File: src/rtl/risc_run_ctrl.sv
// risc_run_ctrl: run-control and cycle-budget monitor for the Risc_16_bit core.
// It gates the core through a registered clock enable and counts enabled
// cycles against MAX_CYCLES. It declares halt when the PC stays unchanged for
// STALL_LIMIT enabled cycles, supports free-run and single-step modes, and
// reports why the run ended through done_code.
//
// Optional feature: define RUN_CTRL_BREAKPOINT_EN to add the bp_valid/bp_addr
// inputs and the breakpoint termination (done_code 2'b11). Without the macro
// those ports do not exist and code 2'b11 is never produced.

module risc_run_ctrl #(
    parameter int PC_W        = 16,
    parameter int CNT_W       = 32,
    parameter int MAX_CYCLES  = 160,
    parameter int STALL_LIMIT = 4
) (
    input  logic             clk,
    input  logic             rst_n,
    input  logic             start,
    input  logic             step_mode,
    input  logic             step_req,
    input  logic             abort,
    input  logic [PC_W-1:0]  pc_in,
`ifdef RUN_CTRL_BREAKPOINT_EN
    input  logic             bp_valid,
    input  logic [PC_W-1:0]  bp_addr,
`endif
    output logic             core_en,
    output logic             done,
    output logic [1:0]       done_code,
    output logic [CNT_W-1:0] cycle_count
);

    // FSM encoding
    localparam logic [2:0] ST_IDLE      = 3'd0;
    localparam logic [2:0] ST_RUN       = 3'd1;
    localparam logic [2:0] ST_STEP_WAIT = 3'd2;
    localparam logic [2:0] ST_STEP_EXEC = 3'd3;
    localparam logic [2:0] ST_DONE      = 3'd4;

    // Completion codes
    localparam logic [1:0] CODE_ABORT   = 2'b00;
    localparam logic [1:0] CODE_TIMEOUT = 2'b01;
    localparam logic [1:0] CODE_HALT    = 2'b10;
    localparam logic [1:0] CODE_BREAK   = 2'b11;

    // The stall counter only has to reach STALL_LIMIT; the run ends there,
    // so the counter never needs to wrap.
    localparam int STALL_W = (STALL_LIMIT < 1) ? 1 : $clog2(STALL_LIMIT + 1);

    logic [2:0]         r_state;
    logic               r_core_en;
    logic               r_done;
    logic [1:0]         r_done_code;
    logic [CNT_W-1:0]   r_cycle_count;
    logic [STALL_W-1:0] r_stall;
    logic [PC_W-1:0]    r_pc_prev;
    logic               r_pc_valid;
    logic               r_step_prev;

    logic               w_en_cycle;
    logic               w_active;
    logic               w_start_ok;
    logic               w_step_rise;
    logic [CNT_W-1:0]   w_cnt_inc;
    logic               w_pc_same;
    logic [STALL_W-1:0] w_stall_nxt;
    logic               w_halt;
    logic               w_timeout;
    logic               w_abort;
    logic               w_bp;
    logic               w_terminate;
    logic [1:0]         w_term_code;

    // Decode this cycle's events; every termination test uses the values the
    // counters will hold after the current edge.
    always_comb begin
        // NOTE: every signal gets a default before any branch, so no path can
        // leave one unassigned and infer a latch.
        w_en_cycle  = r_core_en;
        w_active    = (r_state == ST_RUN) || (r_state == ST_STEP_WAIT) ||
                      (r_state == ST_STEP_EXEC);
        w_start_ok  = start && ((r_state == ST_IDLE) || (r_state == ST_DONE));
        w_step_rise = step_req && !r_step_prev;
        w_cnt_inc   = r_cycle_count + CNT_W'(1);
        w_pc_same   = r_pc_valid && (pc_in == r_pc_prev);
        w_stall_nxt = '0;
        if (w_pc_same && (STALL_LIMIT != 0)) begin
            w_stall_nxt = r_stall + STALL_W'(1);
        end
        w_halt      = w_en_cycle && (STALL_LIMIT != 0) &&
                      (w_stall_nxt == STALL_W'(STALL_LIMIT));
        w_timeout   = w_en_cycle && (w_cnt_inc == CNT_W'(MAX_CYCLES));
        w_abort     = w_active && abort;
`ifdef RUN_CTRL_BREAKPOINT_EN
        w_bp        = w_en_cycle && bp_valid && (pc_in == bp_addr);
`else
        w_bp        = 1'b0;
`endif
        w_terminate = w_bp || w_halt || w_timeout || w_abort;

        // Simultaneous causes resolve as breakpoint > halt > timeout > abort.
        w_term_code = CODE_ABORT;
        if (w_bp) begin
            w_term_code = CODE_BREAK;
        end else if (w_halt) begin
            w_term_code = CODE_HALT;
        end else if (w_timeout) begin
            w_term_code = CODE_TIMEOUT;
        end
    end

    // Remember the previous step_req sample for rising-edge detection.
    always_ff @(posedge clk or negedge rst_n) begin
        // NOTE: sequential state uses non-blocking assignments only, so every
        // register samples pre-edge values regardless of the order of statements.
        if (!rst_n) begin
            r_step_prev <= 1'b0;
        end else begin
            r_step_prev <= step_req;
        end
    end

    // Account for enabled cycles: count, track the PC and the stall length.
    always_ff @(posedge clk or negedge rst_n) begin
        if (!rst_n) begin
            r_cycle_count <= '0;
            r_stall       <= '0;
            r_pc_prev     <= '0;
            r_pc_valid    <= 1'b0;
        end else if (w_start_ok) begin
            r_cycle_count <= '0;
            r_stall       <= '0;
            r_pc_valid    <= 1'b0;
        end else if (w_en_cycle) begin
            r_cycle_count <= w_cnt_inc;
            r_stall       <= w_stall_nxt;
            r_pc_prev     <= pc_in;
            r_pc_valid    <= 1'b1;
        end
    end

    // Run-control FSM; it also drives the registered enable and status outputs.
    always_ff @(posedge clk or negedge rst_n) begin
        if (!rst_n) begin
            r_state     <= ST_IDLE;
            r_core_en   <= 1'b0;
            r_done      <= 1'b0;
            r_done_code <= CODE_ABORT;
        end else begin
            case (r_state)
                ST_IDLE, ST_DONE: begin
                    if (start) begin
                        r_done      <= 1'b0;
                        r_done_code <= CODE_ABORT;
                        // The enable rises on this edge for a free run, so
                        // the first enabled cycle follows the start sample.
                        r_core_en   <= !step_mode;
                        r_state     <= step_mode ? ST_STEP_WAIT : ST_RUN;
                    end
                end

                ST_RUN: begin
                    if (w_terminate) begin
                        r_state     <= ST_DONE;
                        r_core_en   <= 1'b0;
                        r_done      <= 1'b1;
                        r_done_code <= w_term_code;
                    end
                end

                ST_STEP_WAIT: begin
                    // Only abort can end a run while the core is gated off.
                    if (w_terminate) begin
                        r_state     <= ST_DONE;
                        r_core_en   <= 1'b0;
                        r_done      <= 1'b1;
                        r_done_code <= w_term_code;
                    end else if (w_step_rise) begin
                        r_state     <= ST_STEP_EXEC;
                        r_core_en   <= 1'b1;
                    end
                end

                ST_STEP_EXEC: begin
                    r_core_en <= 1'b0;
                    if (w_terminate) begin
                        r_state     <= ST_DONE;
                        r_done      <= 1'b1;
                        r_done_code <= w_term_code;
                    end else begin
                        r_state     <= ST_STEP_WAIT;
                    end
                end

                default: begin
                    r_state   <= ST_IDLE;
                    r_core_en <= 1'b0;
                end
            endcase
        end
    end

    assign core_en     = r_core_en;
    assign done        = r_done;
    assign done_code   = r_done_code;
    assign cycle_count = r_cycle_count;

endmodule
File: config.mk
export PLATFORM = sky130hd
export DESIGN_NAME = risc_run_ctrl
export DESIGN_NICKNAME = d
export VERILOG_FILES = /design/src/rtl/risc_run_ctrl.sv
export SDC_FILE = /design/constraint.sdc
export NUM_CORES = 1
export LEC_CHECK = 0
export CORE_UTILIZATION = 50
export CTS_BUF_LIST = sky130_fd_sc_hd__clkbuf_16
export DETAILED_ROUTE_END_ITERATION = 10
export PLACE_DENSITY = 0.73
export SLEW_MARGIN = 5
export SYNTH_ARGS = -nofsm -noshare
export SYNTH_HDL_FRONTEND = slang
export SYNTH_SLANG_ARGS = --single-unit
File: constraint.sdc
create_clock -name clk -period 4 [get_ports clk]
set_input_delay 0.4 -clock clk [delete_from_list [all_inputs] [get_ports clk]]
set_output_delay 0.4 -clock clk [all_outputs]
set_load 0.01 [all_outputs]
==> impl_metrics.ini, run 1 <==
[timing]
slew_viols_final = 0
timing_hold_violations_final = 0
period_share = 0.7621
tns_ns = 0
slew_headroom = 0.5563
max_freq_mhz = 328.1
unrepaired_setup_endpoints_after_global_routing = no
setup_violations = 0
worst_slew_pin_tran_ns = 0.6655
layout_min_cycle_time_ns = 3.048
fin_worst_skew_ns = 0.003996

[pwr]
power_density_over_the_cells_nw_per_um2 = 493.8
cellLeakagePower_nw = 1.858
worst_ir_drop_vdd_uv = 261.5

[final_layout]
layout-area-overhead-vs-synth_pct = 24.98
drive_gt1_frac = 0.1195
layout.filler_cells = 550
fin_cells = 548
fin_nets = 472
insertedDiodeCount = 0

[detailed_routing]
wl_per_cell_um = 15.87
detailroute.via_count = 3189
drt-total-wl_mm = 8.699
detail_route.first_pass.iterations = 6
detail_route.vias_per_cell = 5.819
detail-route-antenna-nets = 0
detail_route.iter0.violations = 205
drc = 0

[clock_tree]
clockBufferDepth = 2
number_of_post_cts_setup_repair_buffers = 0
clock_insertion_delay_worst_skew_ns = 0.33
cts_inserted_buffers = 9
numClockSinks = 60
ctsHoldBuffers = 0
resized_gates_after_cts = 0
clockRootBuffer = sky130_fd_sc_hd__clkbuf_16
clock_tree_from_tritoncts = yes
cts.htree.levels = 3
clock_slew_at_reported_path_ffs_ns = 0.05

[global_routing]
via_count_of_the_first_global_routing_pass = 2933
global_route_wire_length_before_repair_mm = 14.19
grt_antenna_before_repair = 0
largest_net_degree_at_the_start_of_global_routing = 38
track_usage = 0.2373
globalRouteOverflowTotal = 0

[placed_design]
port_buffers = 57
gp_congestion = 0.8413
post_detailed_placement_half_perimeter_wirelength_mm = 5.914
dp_cells = 532

[yosys]
synthFlopType = sky130_fd_sc_hd__dfrtp_1
post_synth_num_cell_types = 51
syn-instance-count = 400
yosys_warnings = 0
mappedNetlistArea_sq_um = 3686
synth.top_cells.by_count = sky130_fd_sc_hd__dfrtp_1 (60), sky130_fd_sc_hd__nor2_1 (48), sky130_fd_sc_hd__xnor2_1 (39)
synth.yosys.seq_area_share = 0.4073
synth_nets = 425
synthArstFlopShare = 1.000
post_syn_area_per_cell_sq_um = 9.215
share_of_the_synthesized_area_in_the_top_cell_type = 0.4073
synth-seq-cells = 60
yosys.cell_count.top_type = sky130_fd_sc_hd__dfrtp_1
synth_area_leaders = sky130_fd_sc_hd__dfrtp_1 (41%), sky130_fd_sc_hd__xnor2_1 (9.3%), sky130_fd_sc_hd__mux2_2 (5.2%)
synth_enable_flop_cells = 0
synth_largest_area_cell = sky130_fd_sc_hd__dfrtp_1

[critical_path]
cp_slowest_stage_delay_ns = 0.75
crit_path_max_fanout = 9
timing.critical_path.max_delay_family = simple AND/OR/NAND/NOR gates
crit_path_top_delay_cell = sky130_fd_sc_hd__or4_1
crit_path_cell_trace = nand4_2 > or4_1 > nor4_1 > mux2i_1 > nand3_1 > nor4_4 > o31ai_1
required_ns = 4.19
critPathArrivalTime_ns = 3.24
kind_of_critical_path = reg2reg
buf_inv_stages_crit_path = 0
element_type_at_the_critical_path_end = flip-flop
type_of_element_launching_the_critical_path = flip-flop

[flow_run]
drv.max_cap_violation_count = 0

[floorplanning]
fp.dieArea_sq_um = 7719
die_height_um = 87.86
std_cell_rows = 30
core_region_area_sq_um = 6944
initial_utilization = 0.5308
ios = 58
die_width_um = 87.86

[worst_hold_path]
worst_hold_path_type = in2async

[outcome]
outcome = finished clean
[power by group]
part / total [mW] / internal (mW) / switching, mW / leakage [nW]
combinational: 0.582 / 0.309 / 0.273 / 0.915
sequential: 0.874 / 0.735 / 0.139 / 0.786
clock: 0.819 / 0.542 / 0.277 / 0.157
total: 2.27 / 1.59 / 0.689 / 1.86
[layer usage]
| layer | up-vias | global-route usage | part of all wire |
|---|---|---|---|
| li1 | 1527 | - | - |
| met1 | 1547 | 0.3144 | 0.44 |
| met2 | 103 | 0.3862 | 0.49 |
| met3 | 12 | 0.04901 | 0.056 |
| met4 | 0 | 0.08197 | 0.014 |
| met5 | - | 0 | 0 |
[sequential cells by signal, summed over array words and instances, names as in the netlist]
signal,cells
done_code,2
r_step_prev,1
cycle_count,32
done,1
r_pc_valid,1
r_stall,3
r_pc_prev,16
core_en,1
r_state,3
[layout make-up]
class / count / area, sq um / area share
Timing Repair Buffer: 61 / 595.6 / 0.1293
Tap cell: 96 / 120.1 / 0.02607
Clock inverter: 7 / 91.34 / 0.01983
Inverter: 6 / 22.52 / 0.004889
Multi-Input combinational cell: 309 / 2051 / 0.4451
Sequential cell: 60 / 1501 / 0.3259
Clock buffer: 9 / 225.2 / 0.04889
[metrics by stage]
| stage | cell area (sq um) | util | total power, mW | setup slack (ns) | hold slack, ns |
|---|---|---|---|---|---|
| global placement | 4290 | 0.6178 | 1.440 | 1.117 | 0.4678 |
| detailed placement | 4290 | 0.6178 | 1.460 | 1.022 | 0.4821 |
| floorplan | 3686 | - | 1.275 | 1.154 | 0.1044 |
| global route | 4607 | 0.6634 | 2.398 | 0.7551 | 0.1772 |
| CTS | 4607 | 0.6634 | 2.295 | 0.9936 | 0.1328 |
| finish | 4607 | 0.6634 | 2.275 | 0.9517 | 0.1084 |
[kinds of logic after synthesis]
| group | share of synthesized area |
|---|---|
| xor gates and xnor gates | 0.1331 |
| and+or+nand+nor | 0.2644 |
| muxes | 0.05737 |
| DFF | 0.4073 |
| adders and majority gates | 0.01018 |
| AOI/OAI and AO/OA | 0.09131 |
| buffers and inverters | 0.03632 |
[final timing paths]
path	depth (start not counted)	to	slack, ns	from
max in group asynchronous	2	r_state[0]	3.04	rst_n
worst max-delay path	7	core_en	0.95	cycle_count[0]
worst min-delay path	1	cycle_count[10]	0.11	rst_n
worst max register to register	7	core_en	0.95	cycle_count[0]
worst min register to register	2	r_pc_valid	0.50	r_pc_valid
min in group clk	2	r_pc_valid	0.50	r_pc_valid
[cells in the final DEF, fill, tap and decap left out, types with 3 or more instances in the layout]
cell type	netlist	final
sky130_fd_sc_hd__nand3_1	21	21
sky130_fd_sc_hd__inv_1	6	6
sky130_fd_sc_hd__o31ai_1	3	3
sky130_fd_sc_hd__a21o_1	3	3
sky130_fd_sc_hd__nand4_2	3	3
sky130_fd_sc_hd__xnor2_1	39	39
sky130_fd_sc_hd__nand4_1	16	16
sky130_fd_sc_hd__and4_1	3	3
sky130_fd_sc_hd__nor2_1	48	48
sky130_fd_sc_hd__clkbuf_16	0	9
sky130_fd_sc_hd__a31oi_1	4	4
sky130_fd_sc_hd__or3_1	6	6
sky130_fd_sc_hd__or4_1	3	3
sky130_fd_sc_hd__o31a_2	4	4
sky130_fd_sc_hd__nor4_1	12	12
sky130_fd_sc_hd__clkdlybuf4s50_1	0	56
sky130_fd_sc_hd__buf_4	1	4
sky130_fd_sc_hd__a21oi_1	11	11
sky130_fd_sc_hd__a31o_2	3	3
sky130_fd_sc_hd__nor3b_1	3	3
sky130_fd_sc_hd__o21ai_0	11	11
sky130_fd_sc_hd__and3_1	9	9
sky130_fd_sc_hd__ha_1	3	3
sky130_fd_sc_hd__nand2_1	27	27
sky130_fd_sc_hd__xor2_1	17	17
sky130_fd_sc_hd__dfrtp_1	60	60
sky130_fd_sc_hd__nor3_1	14	14
sky130_fd_sc_hd__mux2_2	17	17
[worst reg2reg max path, delay by kind of cell, from the launching register on]
family          cells  cell delay, ns
simple gates        5            1.95
flops               1            0.51
mux                 1            0.31
compound gates      1            0.15
No activity file was read; power rests on OpenSTA's default activity.
==> run 2, diff against run 1 <==
--- a/config.mk
+++ b/config.mk
@@ -5,10 +5,10 @@
 export SDC_FILE = /design/constraint.sdc
 export NUM_CORES = 1
 export LEC_CHECK = 0
-export CORE_UTILIZATION = 50
+export CORE_UTILIZATION = 49
 export CTS_BUF_LIST = sky130_fd_sc_hd__clkbuf_16
 export DETAILED_ROUTE_END_ITERATION = 10
-export PLACE_DENSITY = 0.73
+export PLACE_DENSITY = 0.75
 export SLEW_MARGIN = 5
 export SYNTH_ARGS = -nofsm -noshare
 export SYNTH_HDL_FRONTEND = slang
==> constraint.sdc (replaced) <==
create_clock -name clk -period 2.6 [get_ports clk]
set_input_delay 0.26 -clock clk [delete_from_list [all_inputs] [get_ports clk]]
set_output_delay 0.26 -clock clk [all_outputs]
set_load 0.01 [all_outputs]
==> run 2 against run 1 <==
Final cell count is 8.2% higher. Utilization is 2.3 points higher. Sequential share of layout area is 2.4 points lower. Clock power is 45% higher. Critical path type unchanged. Critical endpoint unchanged.
==> impl_metrics.ini, run 2 (synthesis results as in run 1) <==
[critical_path]
most_frequent_cell_on_the_critical_path = sky130_fd_sc_hd__nor4_4
cp_slowest_stage_delay_ns = 0.60
critPathArrivalTime_ns = 2.74
type_of_element_launching_the_critical_path = flip-flop
kind_of_critical_path = reg2reg
crit_path_top_delay_cell = sky130_fd_sc_hd__or4_4
crit_path_cell_trace = nand4_4 > or4_4 > nor4_4 > mux2i_1 > nand3_1 > nor4_4 > buf_4 > o31ai_1
element_type_at_the_critical_path_end = flip-flop
crit_path_max_fanout = 6
required_ns = 2.81

[timing]
tns_ns = 0
max_freq_mhz = 395.1
postLayoutSetupSlackWorst_ns = 0.06898
slew_viols_final = 0
fin_worst_skew_ns = 0.006232
worst_slew_pin_tran_ns = 0.6655
setup_violations = 0
layout_min_cycle_time_ns = 2.531
period_share = 0.9735
slew_headroom = 0.5553
fin_worst_hold_slack_ns = 0.4309
timing_hold_violations_final = 0

[worst_hold_path]
worst_hold_path_type = in2reg

[detailed_routing]
drc = 0
wl_per_cell_um = 15.56
detail_route.first_pass.iterations = 4
detailroute.via_count = 3317
drt-total-wl_mm = 9.229
detail_route.iter0.violations = 108
detail-route-antenna-nets = 0
detail_route.vias_per_cell = 5.594

[final_layout]
multiInputGateArea_sq_um = 2115
area.sequential_sq_um = 1504
insertedDiodeCount = 0
drive_gt1_frac = 0.2085
fin_nets = 514
number_of_flip_flops_under_the_largest_register_name = 32
layout_commonest_cell = sky130_fd_sc_hd__dfrtp_1
layout_common_cells = sky130_fd_sc_hd__dfrtp_1 (58), sky130_fd_sc_hd__clkdlybuf4s50_1 (56), sky130_fd_sc_hd__nor2_1 (48), sky130_fd_sc_hd__buf_4 (45), sky130_fd_sc_hd__xnor2_1 (39)
layout.filler_cells = 594
fin_area_sq_um = 4979
layout-area-overhead-vs-synth_pct = 35.06

[clock_tree]
clockRootBuffer = sky130_fd_sc_hd__clkbuf_16
cts_inserted_buffers = 9
cts.htree.levels = 3
clockBufferDepth = 2
clock_insertion_delay_worst_skew_ns = 0.33
clock_slew_at_reported_path_ffs_ns = 0.06
numClockSinks = 60
clock_tree_from_tritoncts = yes

[global_routing]
via_count_of_the_first_global_routing_pass = 3155
grt_antenna_before_repair = 0
largest_net_degree_at_the_start_of_global_routing = 37
track_usage = 0.2453
global_route_wire_length_before_repair_mm = 14.80
globalRouteOverflowTotal = 0

[placed_design]
post_detailed_placement_half_perimeter_wirelength_mm = 6.501
cell_area_placed_sq_um = 4619
place_ws_ns = -0.06975
gp_congestion = 0.9454
port_buffers = 57

[floorplanning]
die_height_um = 88.73
ios = 58
initial_utilization = 0.5082
die_width_um = 88.73
core_region_area_sq_um = 7253
fp.dieArea_sq_um = 7873
std_cell_rows = 31

[pwr]
power_density_over_the_cells_nw_per_um2 = 706.8
worst_ir_drop_vdd_uv = 395.9
cellLeakagePower_nw = 2.103

[flow_run]
drv.max_cap_violation_count = 0

[outcome]
outcome = finished clean
## run 2: layer usage
| metal | up-vias | wire length [um] | GRT usage |
|---|---|---|---|
| met5 | - | 0 | 0 |
| met3 | 9 | 334 | 0.03545 |
| met1 | 1640 | 4069 | 0.3086 |
| met4 | 0 | 116 | 0.09824 |
| li1 | 1600 | - | - |
| met2 | 68 | 4709 | 0.4245 |
## run 2: critical path, delay by kind of cell, from the launching register on
family,cells,cell delay [ns]
buf+inv,1,0.19
compound gates,1,0.07
mux,1,0.27
flops,1,0.41
simple gates,5,1.48
## run 2: path summary, 6_finish.rpt
check                               start              end  slack, ns  depth (start not counted)
max in group asynchronous           rst_n  cycle_count[21]       1.76                          3
min                              step_req      r_step_prev       0.43                          1
max reg2reg                cycle_count[1]          core_en       0.07                          8
min in group asynchronous           rst_n  cycle_count[10]       0.46                          3
max                        cycle_count[1]          core_en       0.07                          8
min reg2reg                 r_pc_prev[13]    r_pc_prev[13]       0.53                          1
## run 2: cell type report
type                    count  area share
flip-flops and latches     60      0.3021
well taps                  99     0.02488
repair buffers            103      0.1835
clock inverters             7     0.01508
multi-input cells         309      0.4247
inverters                   6    0.004524
clock buffers               9     0.04524
## run 2: power breakdown
group          internal [mW]  switching (mW)  leakage (nW)  total [mW]
Combinational          0.525           0.488          1.18        1.01
Clock                  0.744           0.450         0.138        1.19
Sequential              1.13           0.178         0.784        1.31
## run 2: through the flow
| stage | cells | util | power [mW] |
|---|---|---|---|
| floorplan | 400 | - | 1.975 |
| global placement | 574 | 0.6369 | 2.264 |
| global route | 593 | 0.6864 | 3.695 |
| detailed placement | 574 | 0.6369 | 2.320 |
| finish | 593 | 0.6864 | 3.519 |
| CTS | 592 | 0.6821 | 3.527 |
## run 2: what timing repair did
action | 4_1_cts | 5_1_grt
pin swaps | 1 | 1
setup buffers | 1 | 1
setup endpoints to repair | 7 | 7
hold buffers | 1 | 0
endpoints found under the hold margin | 26 | 0
gates resized for setup | 2 | 3
==> run 3, diff against run 2 <==
--- a/config.mk
+++ b/config.mk
@@ -5,6 +5,7 @@
 export SDC_FILE = /design/constraint.sdc
 export NUM_CORES = 1
 export LEC_CHECK = 0
+export CAP_MARGIN = 20
 export CORE_UTILIZATION = 49
 export CTS_BUF_LIST = sky130_fd_sc_hd__clkbuf_16
 export DETAILED_ROUTE_END_ITERATION = 10
==> results of run 3 <==
Final layout, timing and power as in run 2 (identical DEF).
